## src/rtl/stopwatch_multi_digit.sv

```systemverilog
// stopwatch_multi_digit: prescaled BCD stopwatch driving 7-segment digits; optional LAP_HOLD_EN adds lap display hold
module stopwatch_multi_digit #(
  parameter int NUM_DIGITS   = 3,
  parameter int TICK_DIV     = 50,
  parameter int DEBOUNCE_CYC = 16,
  parameter int ROLLOVER     = 1
) (
  input  logic                    sys_clk,
  input  logic                    reset_n,
  input  logic                    trigger_in,
  input  logic                    clear_in,
  input  logic                    lap_in,
  output logic [NUM_DIGITS*7-1:0] seg_out,
  output logic                    running,
  output logic                    overflow,
  output logic                    lap_active
);
  localparam int PW = $clog2(TICK_DIV);
  localparam int LW = $clog2(DEBOUNCE_CYC + 1);
  localparam int DW = NUM_DIGITS * 4;
  localparam logic [PW-1:0] PRE_MAX = PW'(TICK_DIV - 1);
  localparam logic [LW-1:0] LOCK_LD = LW'(DEBOUNCE_CYC);

  typedef enum logic [1:0] {IDLE, RUN, PAUSE, FULL} state_t;

  state_t                  state_q, state_d;
  logic [2:0]              meta_q, sync_q;
  logic                    trig_prev_q, lap_prev_q;
  logic [LW-1:0]           tlock_q, tlock_d, llock_q, llock_d;
  logic [PW-1:0]           pre_q, pre_d;
  logic [DW-1:0]           dig_q, dig_d, inc, disp;
  logic [NUM_DIGITS*7-1:0] seg_d;
  logic                    ovf_q, ovf_d;
  logic                    clr, trig, lap, tick, all9;

  function automatic logic [6:0] seg7(input logic [3:0] d);
    case (d)
      4'd0: return 7'h3F;
      4'd1: return 7'h06;
      4'd2: return 7'h5B;
      4'd3: return 7'h4F;
      4'd4: return 7'h66;
      4'd5: return 7'h6D;
      4'd6: return 7'h7D;
      4'd7: return 7'h07;
      4'd8: return 7'h7F;
      4'd9: return 7'h6F;
      default: return 7'h00;
    endcase
  endfunction

  assign clr      = sync_q[1];
  assign trig     = sync_q[0] & ~trig_prev_q & (tlock_q == '0);
  assign lap      = sync_q[2] & ~lap_prev_q & (llock_q == '0);
  assign tick     = (state_q == RUN) && (pre_q == PRE_MAX);
  assign overflow = ovf_q;

  // BCD increment with ripple carry; all9 flags full scale
  always_comb begin
    inc = dig_q;
    all9 = 1'b1;
    for (int k = 0; k < NUM_DIGITS; k++) begin
      if (all9) inc[4*k+:4] = (dig_q[4*k+:4] == 4'd9) ? 4'd0 : dig_q[4*k+:4] + 4'd1;
      all9 = all9 && (dig_q[4*k+:4] == 4'd9);
    end
  end

  // Next state: clear wins, full-scale saturation wins over a same-cycle trigger
  always_comb begin
    state_d = state_q;
    if (clr) state_d = IDLE;
    else if (state_q == IDLE && trig) state_d = RUN;
    else if (state_q == RUN && tick && all9 && ROLLOVER == 0) state_d = FULL;
    else if (state_q == RUN && trig) state_d = PAUSE;
    else if (state_q == PAUSE && trig) state_d = RUN;
  end

  // Datapath next values; prescaler holds outside RUN so resume keeps the tick phase
  always_comb begin
    pre_d   = clr ? '0 : tick ? '0 : (state_q == RUN) ? pre_q + 1'b1 : pre_q;
    dig_d   = clr ? '0 : (tick && !(all9 && ROLLOVER == 0)) ? inc : dig_q;
    ovf_d   = !clr && (ovf_q || (tick && all9));
    tlock_d = clr ? '0 : trig ? LOCK_LD : (tlock_q != '0) ? tlock_q - 1'b1 : '0;
    llock_d = clr ? '0 : lap ? LOCK_LD : (llock_q != '0) ? llock_q - 1'b1 : '0;
  end

  // Segment decode of whatever is on display
  always_comb begin
    seg_d = '0;
    for (int k = 0; k < NUM_DIGITS; k++) seg_d[7*k+:7] = seg7(disp[4*k+:4]);
  end

  // Synchronisers, counters, state and registered outputs
  always_ff @(posedge sys_clk or negedge reset_n) begin
    if (!reset_n) begin
      meta_q      <= '0;
      sync_q      <= '0;
      trig_prev_q <= 1'b0;
      lap_prev_q  <= 1'b0;
      tlock_q     <= '0;
      llock_q     <= '0;
      state_q     <= IDLE;
      pre_q       <= '0;
      dig_q       <= '0;
      ovf_q       <= 1'b0;
      seg_out     <= {NUM_DIGITS{7'h3F}};
      running     <= 1'b0;
    end else begin
      meta_q      <= {lap_in, clear_in, trigger_in};
      sync_q      <= meta_q;
      trig_prev_q <= sync_q[0];
      lap_prev_q  <= sync_q[2];
      tlock_q     <= tlock_d;
      llock_q     <= llock_d;
      state_q     <= state_d;
      pre_q       <= pre_d;
      dig_q       <= dig_d;
      ovf_q       <= ovf_d;
      seg_out     <= seg_d;
      running     <= (state_q == RUN);
    end
  end

`ifdef LAP_HOLD_EN
  logic [DW-1:0] lap_q;
  logic          lap_act_q;

  // Alternate accepted lap edges capture and release a frozen copy of the count
  always_ff @(posedge sys_clk or negedge reset_n) begin
    if (!reset_n) begin
      lap_q     <= '0;
      lap_act_q <= 1'b0;
    end else if (clr) begin
      lap_act_q <= 1'b0;
    end else if (lap && (state_q == RUN || state_q == PAUSE)) begin
      lap_q     <= dig_q;
      lap_act_q <= ~lap_act_q;
    end
  end

  assign disp       = lap_act_q ? lap_q : dig_q;
  assign lap_active = lap_act_q;
`else
  logic unused_lap;

  assign unused_lap = lap;
  assign disp       = dig_q;
  assign lap_active = 1'b0;
`endif
endmodule
```

## config.mk

```make
export PLATFORM = sky130hd
export DESIGN_NAME = stopwatch_multi_digit
export DESIGN_NICKNAME = d
export VERILOG_FILES = /design/src/rtl/stopwatch_multi_digit.sv
export SDC_FILE = /design/constraint.sdc
export NUM_CORES = 1
export LEC_CHECK = 0
export CAP_MARGIN = 10
export CORE_ASPECT_RATIO = 0.9
export CORE_MARGIN = 2
export CORE_UTILIZATION = 40
export DETAILED_ROUTE_END_ITERATION = 8
export SYNTH_ARGS = -nofsm -noshare
export SYNTH_HDL_FRONTEND = slang
export SYNTH_SLANG_ARGS = --single-unit
```

## constraint.sdc

```tcl
create_clock -name sys_clk -period 1.9 [get_ports sys_clk]
set_clock_uncertainty 0.1 [all_clocks]
set_input_delay 0.19 -clock sys_clk [delete_from_list [all_inputs] [get_ports sys_clk]]
set_output_delay 0.19 -clock sys_clk [all_outputs]
set_load 0.005 [all_outputs]
```

==> metrics.txt, run 1 <==
Initial DRT Pass Iterations 4; CTS Sinks 53; Max VDD drop 0.430 mV; Starting Density 41.0%; Post-layout nets 322; RR Startpoint dig_q[5]$_DFFE_PN0P_; wire per inst 11.8 um; deepest clock path buffer count 2; via/cell ratio 4.88; antenna violations before repair 0; CP Max Fanout 8; routed via count 1866; Top FF cell, synth dfrtp_1; unrepaired setup endpoints after global routing false; CP Launch Type register; largest net degree at the start of global routing 29; CTS tree yes; Synth Register Bits 53; Cell Chain, Critical Path inv_1 > ha_1 > and3b_1 > nand4_4 > or4_1 > a21oi_1; Ports 29; Leak 1.45 nW; Rel. slew slack 59.6%; Yosys Warn Count 0; worst path arrival time 1930 ps; total gr overflow 0; setup bufs post-CTS 0; TritonCTS Buffers 5; Final period util 94.3%; Least-Margin Pin Slew 606 ps; # DRC 0; status completed; share of cells above drive strength 1 17.5%; max-slew violation count 0; setup TNS 0 ps; clock insertion delay at the later pin of the skew report 300 ps; CTS root buffer clkbuf_8; Bufs and invs on worst path 1; net count after synthesis 281; Core Rows 28; Power Total 2.20 mW; DRT antenna net count 0; crit path time final 1790 ps; DR iter-0 viols 76; Crit Path Class reg2reg; die height 81.5 um; Hold Startpoint trigger_in; antenna cells 0; area delta synth->final 20.9%; endpoints failing setup 0; Final Worst Setup Slack 109 ps; Avg Inst Size Synth 10.7 um2; slowest cell delay on critical path 420 ps; DP HPWL 3210 um; core area 6520 um2; Unique masters post-synth 46; die area 7350 um2; Crit path max-delay family simple AND/OR/NAND/NOR gates; H-tree level count 2; PortBufs 26; register area share after synthesis 50.5%; GPL Wtd Cong 0.793; worst hold margin 217 ps; first-pass GRT wire length 8070 um; mapped cell area 2670 um2; max_cap viols 0; Pwr Density 680 nW/um2; vias in the first global route 1869; Reg clk slew, reported paths 100 ps; CP required 2040 ps; Placement Setup Slack 12.1 ps; Mapped Cells 250; chip width 90.1 um; slowest cell on the critical path or4_1; CP startpoint dig_q[5]$_DFFE_PN0P_; EDFF count, synth 0; Max Clk Rate 0.558 GHz; asr flop ratio synth 100%; Tot GR Track Use 13.6%; final WL 4530 um; Crit. End Element register; endpoints failing hold 0; Hold WC Path Type in2reg
## area by class of cell
class,count,area (um2)
clock buffer,6,82.6
clock inverter,2,13.8
fill,619,3290
inverter,20,75.1
multi-input combinational,166,1180
sequential,53,1350
tap,90,113
timing repair buffer,45,413
## cells in the final DEF, fill, tap and decap left out, drive strengths merged, types with 2 or more instances in the layout
master         count
a21o               5
clkbuf             6
nand4              5
nand3              6
nand3b             3
nor3               7
xnor2              4
nor2b              2
and3               3
dfstp             18
mux2i              2
and3b              3
o22ai              5
nand2b             3
a2bb2oi            2
buf               19
a22o               2
ha                26
clkinv             2
clkdlybuf4s50     25
and2               2
xor2               4
a21oi             23
or3                5
or2                2
inv               20
nand2             12
dfrtp             35
o21ai             15
nor2              14
## metrics by stage
stage / util, % / instances / cell area [um2]
after floorplan: - / 250 / 2670
after global placement: 47.8 / 373 / 3120
after detailed placement: 47.8 / 373 / 3120
after CTS: 49.5 / 382 / 3220
after global routing: 49.6 / 382 / 3230
final: 49.6 / 382 / 3230
## cell families (layout without fill, tap and decap cells)
| logic type | count (synthesis) | after routing | share of synthesized area [%] |
|---|---|---|---|
| AND/OR/NAND/NOR | 72 | 72 | 15.9 |
| other | 1 | 1 | 0.140 |
| buffers and inverters | 31 | 73 | 5.39 |
| adder cells (fa/ha/maj) | 26 | 26 | 12.2 |
| flip-flops | 53 | 53 | 50.5 |
| AO/OA/AOI/OAI | 57 | 57 | 12.5 |
| multiplexers | 2 | 2 | 0.750 |
| XOR/XNOR | 8 | 8 | 2.62 |
## power breakdown
part / total [mW] / internal (mW) / switching, mW
sequential: 1.25 / 1.20 / 0.0530
combinational: 0.278 / 0.134 / 0.144
clock: 0.668 / 0.296 / 0.372
## final timing paths
check | slack, ps | endpoint | depth (start not counted)
setup / recovery | 110 | dig_q[10]$_DFFE_PN0P_ | 6
hold / removal | 220 | meta_q[0]$_DFF_PN0_ | 1
setup reg to reg | 110 | dig_q[10]$_DFFE_PN0P_ | 6
hold reg to reg | 260 | sync_q[1]$_DFF_PN0_ | 0
max in group asynchronous | 810 | dig_q[1]$_DFFE_PN0P_ | 3
min in group asynchronous | 320 | seg_out[6]$_DFF_PN0_ | 2
## layer usage
layer	global-route usage (%)	up-vias	routed length (um)
met5	0	-	0
met4	5.54	0	57
met3	3.12	5	152
met2	23.3	22	2070
met1	16.8	896	2240
li1	-	943	-
## cell usage after synthesis (5+ instances only)
cell type	instances	share of area, %
nand2_1	12	1.7
inv_1	20	2.8
o22ai_1	5	1.2
nor2_1	14	2.0
nand3_1	6	1.1
a21o_1	5	1.4
dfrtp_1	35	33
or3_1	5	1.2
a21oi_1	23	4.3
nor3_1	7	1.3
o21ai_0	15	2.8
ha_1	26	12
dfstp_2	18	18
## flip-flops by register name (all words and copies together), names as in the netlist
| name | flops |
|---|---|
| seg_out | 21 |
| dig_q | 12 |
| pre_q | 6 |
| tlock_q | 5 |
| meta_q | 2 |
| state_q | 2 |
| sync_q | 2 |
| overflow | 1 |
| running | 1 |
| trig_prev_q | 1 |
## timing repair
action	CTS	global route
endpoints found under the hold margin	7	0
hold buffers	1	0
resized for setup	1	1
setup endpoints to repair	1	1
Power figures use the tool's default switching activity.
==> run 2, diff against run 1 <==
- REMOVE_ABC_BUFFERS: unset -> 1
==> metrics.txt, run 2 (synthesis results as in run 1) <==
Crit path max-delay family simple AND/OR/NAND/NOR gates; Hold Startpoint trigger_in; net switching power figure 0.558 mW (-1.8%); Core Rows 28 (unchanged); Largest register FFs 21 (unchanged); PortBufs 26 (unchanged); max-slew violation count 0 (unchanged); TritonCTS Buffers 5 (unchanged); DR iter-0 viols 67 (-12%); die area 7350 um2 (unchanged); Max VDD drop 0.407 mV (-5.3%); GPL Wtd Cong 0.811 (+2.2%); Post-layout nets 322 (unchanged); setup TNS 0 ps (unchanged); worst hold path depth 1 (unchanged); r2r setup slk 100 ps (about the same); Sequential Power Share 58.0% (+1.1 points); Tot GR Track Use 13.7% (+0.14 points); max_cap viols 0 (unchanged); share of cells above drive strength 1 17.8% (+0.34 points); CP required 2040 ps (about the same); GR Util met2 22.4% (-0.90 points); Crit Path Class reg2reg; Gate power share 13.0% (+0.3 points); slowest cell on the critical path or4_1; Bufs and invs on worst path 1 (unchanged); Non-Filler Instances 382 (unchanged); most common cell after layout, fill and taps aside dfrtp_1; reg2reg end dig_q[10]$_DFFE_PN0P_; Leak 1.44 nW (-0.74%); Final period util 94.6% (+0.33 points); Pwr Density 668 nW/um2 (-1.8%); die height 81.5 um (unchanged); most frequent cells in the layout dfrtp_1, ha_1, clkdlybuf4s50_1; Cell Chain, Critical Path inv_1 > ha_1 > and3b_2 > nand4_4 > or4_1 > a21oi_1; CP Launch Type register; GRT met1 Usage 18.1% (+1.3 points); setup bufs post-CTS 0 (unchanged); wire per inst 11.9 um (+0.84%); core area 6520 um2 (unchanged); CTS Sinks 53 (unchanged); unrepaired setup endpoints after global routing false; Hold WC Path Type in2reg; antenna violations before repair 0 (unchanged); total gr overflow 0 (unchanged); register bank with the most flops seg_out; via/cell ratio 4.80 (-1.8%); DRT antenna net count 0 (unchanged); routed via count 1832 (-1.8%); H-tree level count 2 (unchanged); power share of the clock group 29.0% (-1.4 points); worst hold margin 213 ps (-3.85 ps); # placed instances 373 (unchanged); status completed; endpoints failing hold 0 (unchanged); area delta synth->final 20.5%; # DRC 0 (unchanged); vias in the first global route 1794 (-4.0%); clock insertion delay at the later pin of the skew report 310 ps (about the same); Sequential Area 1350 um2 (unchanged); worst path arrival time 1930 ps (about the same); GR Util met3 3.03% (-0.092 points); Starting Density 41.0% (unchanged); # fillers 618 (-0.16%); Power Total 2.15 mW (-2.1%); deepest clock path buffer count 2 (unchanged); endpoints failing setup 0 (unchanged); Max Clk Rate 0.556 GHz (-0.35%); WHS Endpoint meta_q[0]$_DFF_PN0_; CTS tree yes; area of the multi-input gates 1190 um2 (+0.32%); reg2reg path depth 6 (unchanged); Largest regs seg_out x21, dig_q x12, pre_q x6; CTS root buffer clkbuf_8; Ports 29 (unchanged); CP Max Fanout 8 (unchanged); internal power 1.59 mW (-2.2%); slowest cell delay on critical path 420 ps (about the same); antenna cells 0 (unchanged); largest net degree at the start of global routing 54 (+86%); crit path time final 1800 ps (+6.34 ps); final WL 4560 um (+0.84%); chip width 90.1 um (unchanged); Crit. End Element register; Initial DRT Pass Iterations 4 (unchanged); DP HPWL 3070 um (-4.3%); grt peak-use layer met2; first-pass GRT wire length 8150 um (+1.0%); Net Sw Frac 26.0% (+0.078 points); RR Startpoint dig_q[5]$_DFFE_PN0P_; Reg clk slew, reported paths 90 ps (about the same)
==> run 2: routing by layer <==
metal	up-vias	wire, um
li1	942	-
met1	850	2400
met2	33	1960
met3	7	137
met4	0	74
met5	-	0
==> run 2: worst max-delay path by stage <==
stage                                    start                    end  depth (start not counted)
after floorplan           dig_q[1]$_DFFE_PN0P_  dig_q[10]$_DFFE_PN0P_                          6
after global placement    dig_q[5]$_DFFE_PN0P_  dig_q[10]$_DFFE_PN0P_                          6
after detailed placement  pre_q[0]$_DFFE_PN0P_   pre_q[1]$_DFFE_PN0P_                          4
after CTS                 dig_q[5]$_DFFE_PN0P_  dig_q[10]$_DFFE_PN0P_                          6
after global routing      dig_q[1]$_DFFE_PN0P_  dig_q[10]$_DFFE_PN0P_                          6
final                     dig_q[5]$_DFFE_PN0P_  dig_q[10]$_DFFE_PN0P_                          6
==> run 2: area by class of cell <==
class                           instances  area share (%)
Clock buffer                            7            2.37
Clock inverter                          1           0.156
Inverter                               20            2.33
Timing Repair Buffer                   45            12.8
Tap cell                               90            3.50
Sequential cell                        53            41.9
Multi-Input combinational cell        166            36.9
==> run 2: timing repair <==
action	4_1_cts	5_1_grt
setup endpoints to repair	0	2
hold endpoints to repair	35	0
hold buffers	1	0
resized for setup	0	5
==> run 2: power by group through the flow <==
stage,Sequential [mW],Clock [mW],Combinational (mW)
3_5_place_dp,1.27,0,0.272
2_1_floorplan,1.26,0,0.184
6_report,1.25,0.624,0.279
5_1_grt,1.26,0.686,0.329
3_3_place_gp,1.27,0,0.268
4_1_cts,1.25,0.650,0.275
==> run 2: through the flow <==
step / utilization (%) / worst slack [ps] / cell area [um2]
finish: 49.4 / 103 / 3220
global route: 49.4 / 18.0 / 3220
CTS: 49.2 / 71.6 / 3210
detailed placement: 47.8 / 96.8 / 3120
global placement: 47.8 / 119 / 3120
floorplan: - / 95.5 / 2600
